**config.mk**
```make
export PLATFORM = sky130hd
export DESIGN_NAME = alu_muldiv_sequencer
export DESIGN_NICKNAME = d
export VERILOG_FILES = /design/src/rtl/alu_muldiv_sequencer.sv
export SDC_FILE = /design/constraint.sdc
export NUM_CORES = 1
export LEC_CHECK = 0
export BUFFER_PORTS_ARGS = -buffer_cell sky130_fd_sc_hd__buf_2
export CAP_MARGIN = 20
export CORE_ASPECT_RATIO = 0.75
export CORE_MARGIN = 1
export CORE_UTILIZATION = 58
export DETAILED_ROUTE_END_ITERATION = 16
export GPL_TIMING_DRIVEN = 1
export HOLD_SLACK_MARGIN = 0.08
export PLACE_DENSITY = 0.86
export REMOVE_ABC_BUFFERS = 1
export SYNTH_ARGS = -nofsm -noshare
export SYNTH_HDL_FRONTEND = slang
export SYNTH_SLANG_ARGS = --single-unit
```
**constraint.sdc**
```tcl
create_clock -name clock -period 5.5 [get_ports clock]
set_clock_uncertainty 0.1 [all_clocks]
set_input_delay 0.55 -clock clock [delete_from_list [all_inputs] [get_ports clock]]
set_output_delay 0.55 -clock clock [all_outputs]
set_load 0.01 [all_outputs]
```
**src/rtl/alu_muldiv_sequencer.sv**
```systemverilog
// alu_muldiv_sequencer: multi-cycle MUL (shift-add) / UDIV (restoring) controller
// driving an external combinational ALU, one ALU operation per cycle.
`default_nettype none

module alu_muldiv_sequencer #(
  parameter int WIDTH = 64,
  parameter int CNT_W = 6
) (
  input  logic             clock,
  input  logic             reset_n,
  input  logic             start,
  input  logic             op,
  input  logic [WIDTH-1:0] opA,
  input  logic [WIDTH-1:0] opB,
  output logic             busy,
  output logic             done,
  output logic [WIDTH-1:0] result,
  output logic [WIDTH-1:0] remainder,
  output logic             div_zero,
  output logic [WIDTH-1:0] alu_A,
  output logic [WIDTH-1:0] alu_B,
  output logic [4:0]       alu_FS,
  input  logic [WIDTH-1:0] alu_F,
  input  logic [3:0]       alu_status
);

  localparam logic [4:0]       FS_NOP  = 5'b00000;
  localparam logic [4:0]       FS_ADD  = 5'b01000;
  localparam logic [4:0]       FS_SUB  = 5'b01001;
  localparam logic [CNT_W-1:0] CNT_END = CNT_W'(WIDTH - 1);

  typedef enum logic [1:0] {
    IDLE = 2'd0,
    RUN  = 2'd1,
    DONE = 2'd2
  } state_t;

  state_t state_q, state_d;

  // Shared working registers: reg_a = acc/rem, reg_b = mc/quo, reg_c = mp/dvs
  logic             op_q;
  logic [CNT_W-1:0] cnt;
  logic [WIDTH-1:0] reg_a, reg_b, reg_c;
  logic [WIDTH-1:0] reg_a_d, reg_b_d, reg_c_d;
  logic [WIDTH-1:0] rem_sh;
  logic             div_ok;
  logic             last_iter;
  logic             unused_status;

  assign unused_status = ^{alu_status[3], alu_status[1:0]};
  assign rem_sh        = {reg_a[WIDTH-2:0], reg_b[WIDTH-1]};
  // A bit shifted out of rem means the shifted value exceeds any divisor
  assign div_ok        = alu_status[2] | reg_a[WIDTH-1];
  assign last_iter     = (cnt == CNT_END);
  assign busy          = (state_q != IDLE);
  assign done          = (state_q == DONE);

  always_ff @(posedge clock or negedge reset_n) begin
    if (!reset_n) begin
      state_q <= IDLE;
    end else begin
      state_q <= state_d;
    end
  end

  always_comb begin
    state_d = state_q;
    alu_A   = '0;
    alu_B   = '0;
    alu_FS  = FS_NOP;
    reg_a_d = reg_a;
    reg_b_d = reg_b;
    reg_c_d = reg_c;
    case (state_q)
      IDLE: begin
        if (start) begin
          state_d = (op && (opB == '0)) ? DONE : RUN;
        end
      end
      RUN: begin
        if (op_q) begin
          alu_A   = rem_sh;
          alu_B   = reg_c;
          alu_FS  = FS_SUB;
          reg_a_d = div_ok ? alu_F : rem_sh;
          reg_b_d = {reg_b[WIDTH-2:0], div_ok};
        end else begin
          alu_A   = reg_a;
          alu_B   = reg_b;
          alu_FS  = FS_ADD;
          reg_a_d = reg_c[0] ? alu_F : reg_a;
          reg_b_d = {reg_b[WIDTH-2:0], 1'b0};
          reg_c_d = {1'b0, reg_c[WIDTH-1:1]};
        end
        if (last_iter) begin
          state_d = DONE;
        end
      end
      DONE:    state_d = IDLE;
      default: state_d = IDLE;
    endcase
  end

  always_ff @(posedge clock or negedge reset_n) begin
    if (!reset_n) begin
      op_q      <= 1'b0;
      cnt       <= '0;
      reg_a     <= '0;
      reg_b     <= '0;
      reg_c     <= '0;
      result    <= '0;
      remainder <= '0;
      div_zero  <= 1'b0;
    end else begin
      case (state_q)
        IDLE: begin
          if (start) begin
            op_q      <= op;
            cnt       <= '0;
            reg_a     <= '0;
            reg_b     <= opA;
            reg_c     <= opB;
            result    <= '0;
            remainder <= '0;
            div_zero  <= 1'b0;
            if (op && (opB == '0)) begin
              remainder <= opA;
              div_zero  <= 1'b1;
            end
          end
        end
        RUN: begin
          reg_a <= reg_a_d;
          reg_b <= reg_b_d;
          reg_c <= reg_c_d;
          cnt   <= cnt + 1'b1;
          if (last_iter) begin
            result    <= op_q ? reg_b_d : reg_a_d;
            remainder <= op_q ? reg_a_d : '0;
          end
        end
        default: ;
      endcase
    end
  end

endmodule

`default_nettype wire

```
; After elaboration in Yosys (flattened, before gate mapping)
; Index checks and enable logic that the tools add are counted.
[word_totals]
rom_bits = 0
in_bits = 200
mem_count = 0
ramBits = 0
latchBits = 0
regBits = 330
[op_classes]
shift = 0
reduce_logical = 10
n_bitwise = 1
div = 0
magnitude_cmp = 0
add_sub_neg = 1
muxes = 32
multipliers = 0
n_eq_ne = 6
[op_table]
columns = op, count
row1 = $mux W64, 17
row2 = $pmux W64 S2, 5
row3 = $logic_not A64 Y1, 1
row4 = $pmux W6 S2, 1
row5 = $add A6 B1 Y6 const B, 1
row6 = $eq A6 B6 Y1 const B, 1
row7 = $mux W2, 3
row8 = $mux W6, 1
row9 = $ne A2 B2 Y1 const B, 3
row10 = $reduce_and A2 Y1, 3
row11 = $reduce_and A3 Y1, 2
row12 = $mux W4, 1
row13 = $pmux W2 S2, 1
row14 = $reduce_bool A2 Y1, 2
row15 = $mux W1, 3
row16 = $eq A2 B1 Y1 const B, 1
row17 = $eq A2 B2 Y1 const B, 1
row18 = $logic_not A2 Y1, 1
row19 = $logic_and A1 B1 Y1, 1
row20 = $or A1 B1 Y1, 1

; Longest topological paths before layout
; Gate-level depths: netlist of the first run.
[logic_depth]
ltp_word = 6
ltp_mapped = 8

; Worst setup path after synthesis of the first run
; Ideal clock, no wire load.
[synth_timing]
path_type = flip-flop to output port
start = register state_q[0]
end = output port alu_B[10]
stages_incl_launch_ff = 7
setup_slack_ns = 3.296
t_arrival_ns = 1.554
path_cell_list = dfrtp_1 nand2b_1 buf_2 clkbuf_1 clkbuf_1 clkbuf_1 nor2_1
[synth_via]
elab_chain_cells = 2
[synth_rtl]
columns = item, line_no
row1 = start: declaration, 38  ; state_t state_q, state_d;
row2 = start signal: assignment, 62  ; state_q <= state_d;
row3 = $eq A2 B1 Y1, 74  ; case (state_q)
row4 = $mux W64, 74
row5 = end: declaration, 21  ; output logic [WIDTH-1:0] alu_B,
; Every way passes these cells.

; Worst setup path after layout of the first run
[layout_timing]
start = register state_q[0]
end = output port alu_FS[3]
[layout_via]
elab_chain_cells = 2
[layout_rtl]
columns = item, line_no
row1 = $eq A2 B1 Y1, 74
row2 = $mux W4, 74
row3 = end: declaration, 22  ; output logic [4:0] alu_FS,
; Every way passes these cells.

==> results of run 1 <==
## kinds of logic (layout without fill, tap and decap cells)
logic type,after synthesis,count (layout),share of synthesized area (%)
other cells,1,11,0.0203
simple gates,677,677,14.4
compound gates,603,603,24.3
fa+ha+maj,1,1,0.0676
buf+inv,276,606,6.14
flops,330,330,44.6
xor+xnor,2,2,0.0946
mux,192,192,10.4
## sequential cells by signal (all words and copies together) (netlist names)
register	count
reg_a	64
reg_b	64
reg_c	64
remainder	64
result	64
cnt	6
state_q	2
div_zero	1
op_q	1
## routing by layer
layer | track usage, % | routed length (um)
met3 | 11.0 | 9230
met2 | 60.9 | 30000
met4 | 19.2 | 3100
met5 | 0 | 54
met1 | 54.9 | 25800
## synthesized netlist by cell type, types with 2 or more instances
cell	count
buf_1	14
clkbuf_1	143
a31oi_1	64
a211oi_1	12
mux2i_1	192
o21ai_0	134
buf_2	47
dfrtp_1	330
nor2b_1	2
a22o_1	52
buf_4	3
inv_1	65
and4_1	2
nor3b_1	2
a21oi_1	4
o41ai_1	62
or2_2	2
buf_6	4
nand2_1	315
nor4_1	14
nand3_1	7
a32oi_1	63
xor2_1	2
o31ai_1	65
a21o_1	2
o211a_1	50
a211o_1	11
o211ai_1	66
or3_1	2
nand4_1	3
a32o_1	12
nor2_1	320
## area by class of cell
| cell class | instances | area [um^2] |
|---|---|---|
| Inverter | 65 | 249 |
| Sequential cell | 330 | 8270 |
| Timing Repair Buffer | 480 | 2570 |
| Tap cell | 406 | 508 |
| Fill cell | 2406 | 9410 |
| Multi-Input combinational cell | 1478 | 9200 |
| Clock buffer | 50 | 995 |
| Clock inverter | 11 | 111 |
| Antenna cell | 8 | 20.0 |
## what timing repair did
action,4_1_cts,5_1_grt
hold buffers,1,0
resized for setup,0,0
endpoints found under the hold margin,38,0
## report_power, final
part / switching (W) / internal [W] / leakage, nW
registers: 0.00107 / 0.00335 / 4.08
logic: 0.00394 / 0.00260 / 6.57
clock network: 0.00102 / 0.00136 / 0.544
total: 0.00603 / 0.00731 / 11.2
## worst max-delay path: cells and delay by family (launching register included)
family | cells | cell delay [ps]
buffers and inverters | 3 | 1600
DFF | 1 | 500
and+or+nand+nor | 1 | 380
## metrics by stage
stage / TNS (ps) / instances / setup slack [ps] / total power (W)
after floorplan: -2674710 / 1873 / -10980 / 0.00937
after global routing: 0 / 2826 / 1620 / 0.0141
after global placement: 0 / 2757 / 2310 / 0.0105
after detailed placement: 0 / 2757 / 2250 / 0.0107
final: 0 / 2828 / 1730 / 0.0133
after CTS: 0 / 2819 / 1740 / 0.0132
## worst paths after layout
kind                                         from                         to  slack (ps)
max                        state_q[0]$_DFFE_PN0P_                  alu_FS[3]        1730
min in group asynchronous                 reset_n      reg_a[55]$_DFFE_PN0P_         430
max in group asynchronous                 reset_n           op_q$_DFFE_PN0P_        3460
min                                            op           op_q$_DFFE_PN0P_         170
min reg2reg                result[23]$_DFFE_PN0P_     result[23]$_DFFE_PN0P_         370
max reg2reg                 reg_a[63]$_DFFE_PN0P_  remainder[58]$_DFFE_PN0P_        2190
## layout by cell type (no fill, tap or decap), types with 3 or more instances in the layout
master     count
a211o_1       11
a211oi_1      12
a21oi_1        3
a22o_1        52
a31oi_1       64
a32o_1        12
a32oi_1       63
buf_12         6
buf_2        456
buf_4         15
clkbuf_1      11
clkbuf_16     37
clkinv_2       7
conb_1         3
dfrtp_1      327
diode_2        8
inv_1         63
mux2i_1      192
nand2_1      313
nand3_1        7
nand4_1        3
nor2_1       320
nor4_1        14
o211a_1       50
o211ai_1      66
o21ai_0      134
o31ai_1       65
o41ai_1       62
==> flow_summary.toml, run 1 <==
[synthesis]
synth_top_area_share_pct = 44.6
ys_ff_latch = 330
synth_top_area_cell = "dfrtp_1"
ys_top_cells_by_area = "dfrtp_1, mux2i_1, nor2_1"
ys.flop_type = "dfrtp_1"
synth-edff-count = 0
syn_inst = 2082
ys_seq_area_share_pct = 44.6
syn_area_um2 = 18500
syn_area_per_cell_um2 = 8.89
ys_types = 48
async_flop_share_pct = 100
ys_warn_count = 0

[routing]
wl_per_cell_um = 24.1
drtIter0Drc = 2793
wirelength_um = 68200
drc = 0
routed_via_density = 6.80
first_pass_iters = 8
vias = 19226
ant_nets = 0

[setup_path]
end_kind = "output pin"
startpoint_type = "flop"
critPathSlowestCell = "buf_4"
crit_arrival_ps = 3120
worst-setup-path-type = "reg2out"
r2r_cells = 5
cp.required_ps = 4850
cp_slowest_stage_delay_ps = 820
crit_fanout = 58
crit_chain = "nand2b_4 -> inv_4 -> buf_4 -> buf_2"

[final_layout]
fin_nets = 2592
drive_above_1_share_pct = 22.7
area_growth_pct = 18.4
final_area_um2 = 21900
final_util_pct = 70.0

[timing]
fmax_ghz = 0.265
finalCritPeriodShare_pct = 68.6
worst_pin_slew_ps = 1140
hold_viol_final = 0
rsz0062_at_grt = "no"
slew_headroom_pct = 23.9
holdWs_ps = 174
setup_viol = 0
period_minus_slack_ps = 3770
maxSlewViolCount = 0

[global_route]
grt_max_degree = 230
grt.overflow.total = 0
grt_util_all_layers_pct = 40.7
antenna_found_initial = 11
grt_pass1_wl_um = 103000
grt_pass1_vias = 18073

[clocking]
cts_tree = "done"
cts_root_buf = "clkbuf_16"
htree_levels = 2
postCtsSetupBuffers = 0
clkTransAtPathRegs_ps = 60
clockBufferDepth = 3
cts_sinks = 330
cts_inserted_buffers = 36
clock_latency_ps = 520

[floorplan]
die-width_um = 208
die_area_um2 = 32600
die_y_um = 157
initial_core_util_pct = 59.1
coreArea_um2 = 31300
num_rows = 56
pin_count = 464

[flow_run]
cap_violations = 0

[power]
ir_drop_mv = 0.373
p_per_area_nw_per_um2 = 609
p_leak_nw = 11.2

[hold_path]
min_path_type = "in2reg"
whs_path_depth = 3

[placed_design]
place.port_buffers = 457
dpl_cell_area_um2 = 20700
gp_congestion = 0.965
place_hpwl_um = 42500

[run_status]
status = "finished, final reports clean"
Note: power is estimated with default switching activity, not from simulation.
==> inputs of run 2 (changes only) <==
Settings changed: CORE_UTILIZATION 58 to 49, PLACE_DENSITY 0.86 to 0.77.
Clock period 5.5 ns to 3.4 ns, I/O delays scaled along.
==> run 2 against run 1 <==
Critical path depth grew 3. Hold slack lost 72 ps. Die area grew 18%. Non-clock buffer count grew 138. Combinational power grew 68%. Register-to-register slack lost 1500 ps. Total power grew 66%. Global-route usage shrank 4.1 points. Sequential share of layout area shrank 2.6 points. Clock power grew 71%.
==> flow_summary.toml, run 2 (synthesis results as in run 1) <==
[placed_design]
dp_slack_ps = 521
place_hpwl_um = 46000
place.port_buffers = 457
gp_congestion = 0.947

[floorplan]
coreArea_um2 = 37200
die-width_um = 226
die_area_um2 = 38600
pin_count = 464
initial_core_util_pct = 49.8
die_y_um = 170
num_rows = 61

[clocking]
cts_sinks = 330
clkTransAtPathRegs_ps = 70
clock_latency_ps = 540
cts_root_buf = "clkbuf_16"
clockBufferDepth = 3
htree_levels = 2
cts_tree = "done"
cts_inserted_buffers = 36

[power]
swShare_pct = 44.8
power_frac_seq_pct = 31.8
ir_drop_mv = 0.613
clkPwrFrac_pct = 18.4
p_int_w = 0.0122
switchingPower_w = 0.00991
p_per_area_nw_per_um2 = 938
p_leak_nw = 11.9
pwr-share-comb_pct = 49.9

[routing]
routed_via_density = 6.45
wirelength_um = 72400
vias = 19771
first_pass_iters = 6
drtIter0Drc = 2446
routed.top_layer = "met5"
drc = 0
wl_met3_um = 9020
route.met2.wl_um = 31600
ant_nets = 0
wl_per_cell_um = 23.6
wl_met1_um = 28300

[setup_path]
crit_arrival_ps = 3280
crit_fanout = 67
cp_slowest_stage_delay_ps = 790
startpoint_type = "input port"
worst-setup-path-type = "in2reg"
critPathSlowestCell = "or3_4"
cp.required_ps = 3720
crit_chain = "dlygate4sd3_1 -> buf_2 -> nor4_1 -> buf_4 -> nand4_1 -> or3_4 -> o31ai_1"
end_kind = "flop"

[timing]
slew_headroom_pct = 21.2
hold_viol_final = 0
finalCritPeriodShare_pct = 87.2
setup_viol = 0
fmax_ghz = 0.337
period_minus_slack_ps = 2970
holdWs_ps = 102
worst_pin_slew_ps = 1180
rsz0062_at_grt = "no"
worst_slack_ps = 435
maxSlewViolCount = 0

[final_layout]
final_cell_mix = "buf_2, dfrtp_1, nor2_1"
fin_nets = 2730
area_growth_pct = 27.2
final_common_cell = "buf_2"
final_util_pct = 63.4
drive_above_1_share_pct = 22.2

[hold_path]
min_path_type = "in2reg"

[run_status]
status = "finished, final reports clean"

[global_route]
grt_max_degree = 111
grt_util_all_layers_pct = 36.6
grt.overflow.total = 0
grt_pass1_wl_um = 109000
grt_pass1_vias = 18775
antenna_found_initial = 6

[flow_run]
cap_violations = 0
## run 2: cell count changes in the layout (fill, tap and decap cells not counted)
cell / previous run / this run
bufinv_16: 2 / 3
inv_6: 1 / 2
diode_2: 8 / 6
clkinv_2: 7 / 4
clkbuf_1: 11 / 8
clkbuf_8: 2 / 7
buf_12: 6 / 16
dlygate4sd3_1: 1 / 122
buf_4: 15 / 23
buf_16: 1 / 0
## run 2: power groups by stage
stage	sequential (W)	combinational (W)	clock (W)
5_1_grt	0.00716	0.0120	0.00424
3_3_place_gp	0.00691	0.0105	0
3_5_place_dp	0.00697	0.0107	0
4_1_cts	0.00693	0.0109	0.00408
6_report	0.00702	0.0110	0.00406
2_1_floorplan	0.00711	0.00650	0
## run 2: layout make-up
cell class,count,area [um^2]
well taps,504,631
repair buffers,618,4010
clock inverters,10,135
clock buffers,52,1050
flip-flops and latches,330,8270
fillers,3046,13600
diodes,6,15.0
inverters,65,249
multi-input cells,1478,9200
## run 2: final timing paths
kind                                   startpoint                        to  slack [ps]  cells after the start
min                                        opB[8]      reg_c[8]$_DFFE_PN0P_         100                      3
min in group asynchronous                 reset_n     reg_a[56]$_DFFE_PN0P_         300                      2
max reg2reg                    cnt[0]$_DFFE_PN0P_    result[49]$_DFFE_PN0P_         720                      6
max                                       opB[14]  remainder[5]$_DFFE_PN0P_         430                      7
min reg2reg                result[48]$_DFFE_PN0P_    result[48]$_DFFE_PN0P_         370                      2
max in group asynchronous                 reset_n          op_q$_DFFE_PN0P_        1880                      3
## run 2: per-layer routing
metal	vias to the layer above	GRT usage, %
met4	4	17.1
met1	9454	49.4
met3	284	9.65
li1	8440	-
met5	-	0
met2	1589	54.9
## run 2: metrics by stage
stage / instances / setup TNS (ps) / total power [W] / instance area, um^2
2_1_floorplan: 1873 / -3604300 / 0.0136 / 17600
3_3_place_gp: 2873 / 0 / 0.0174 / 21100
3_5_place_dp: 2873 / 0 / 0.0177 / 21100
4_1_cts: 3057 / 0 / 0.0219 / 23500
5_1_grt: 3061 / 0 / 0.0234 / 23600
6_report: 3063 / 0 / 0.0221 / 23600
## run 2: repair_timing
action                                 CTS  global route
hold buffers                           122             0
resized for setup                        0             0
endpoints found under the hold margin  258             0
buffers inserted                         0             0
## run 2: worst max-delay path, delay by kind of cell
kind                   cells  cell delay (ps)
AOI/OAI and AO/OA          1              400
buffers and inverters      3              910
and+or+nand+nor            3             1600
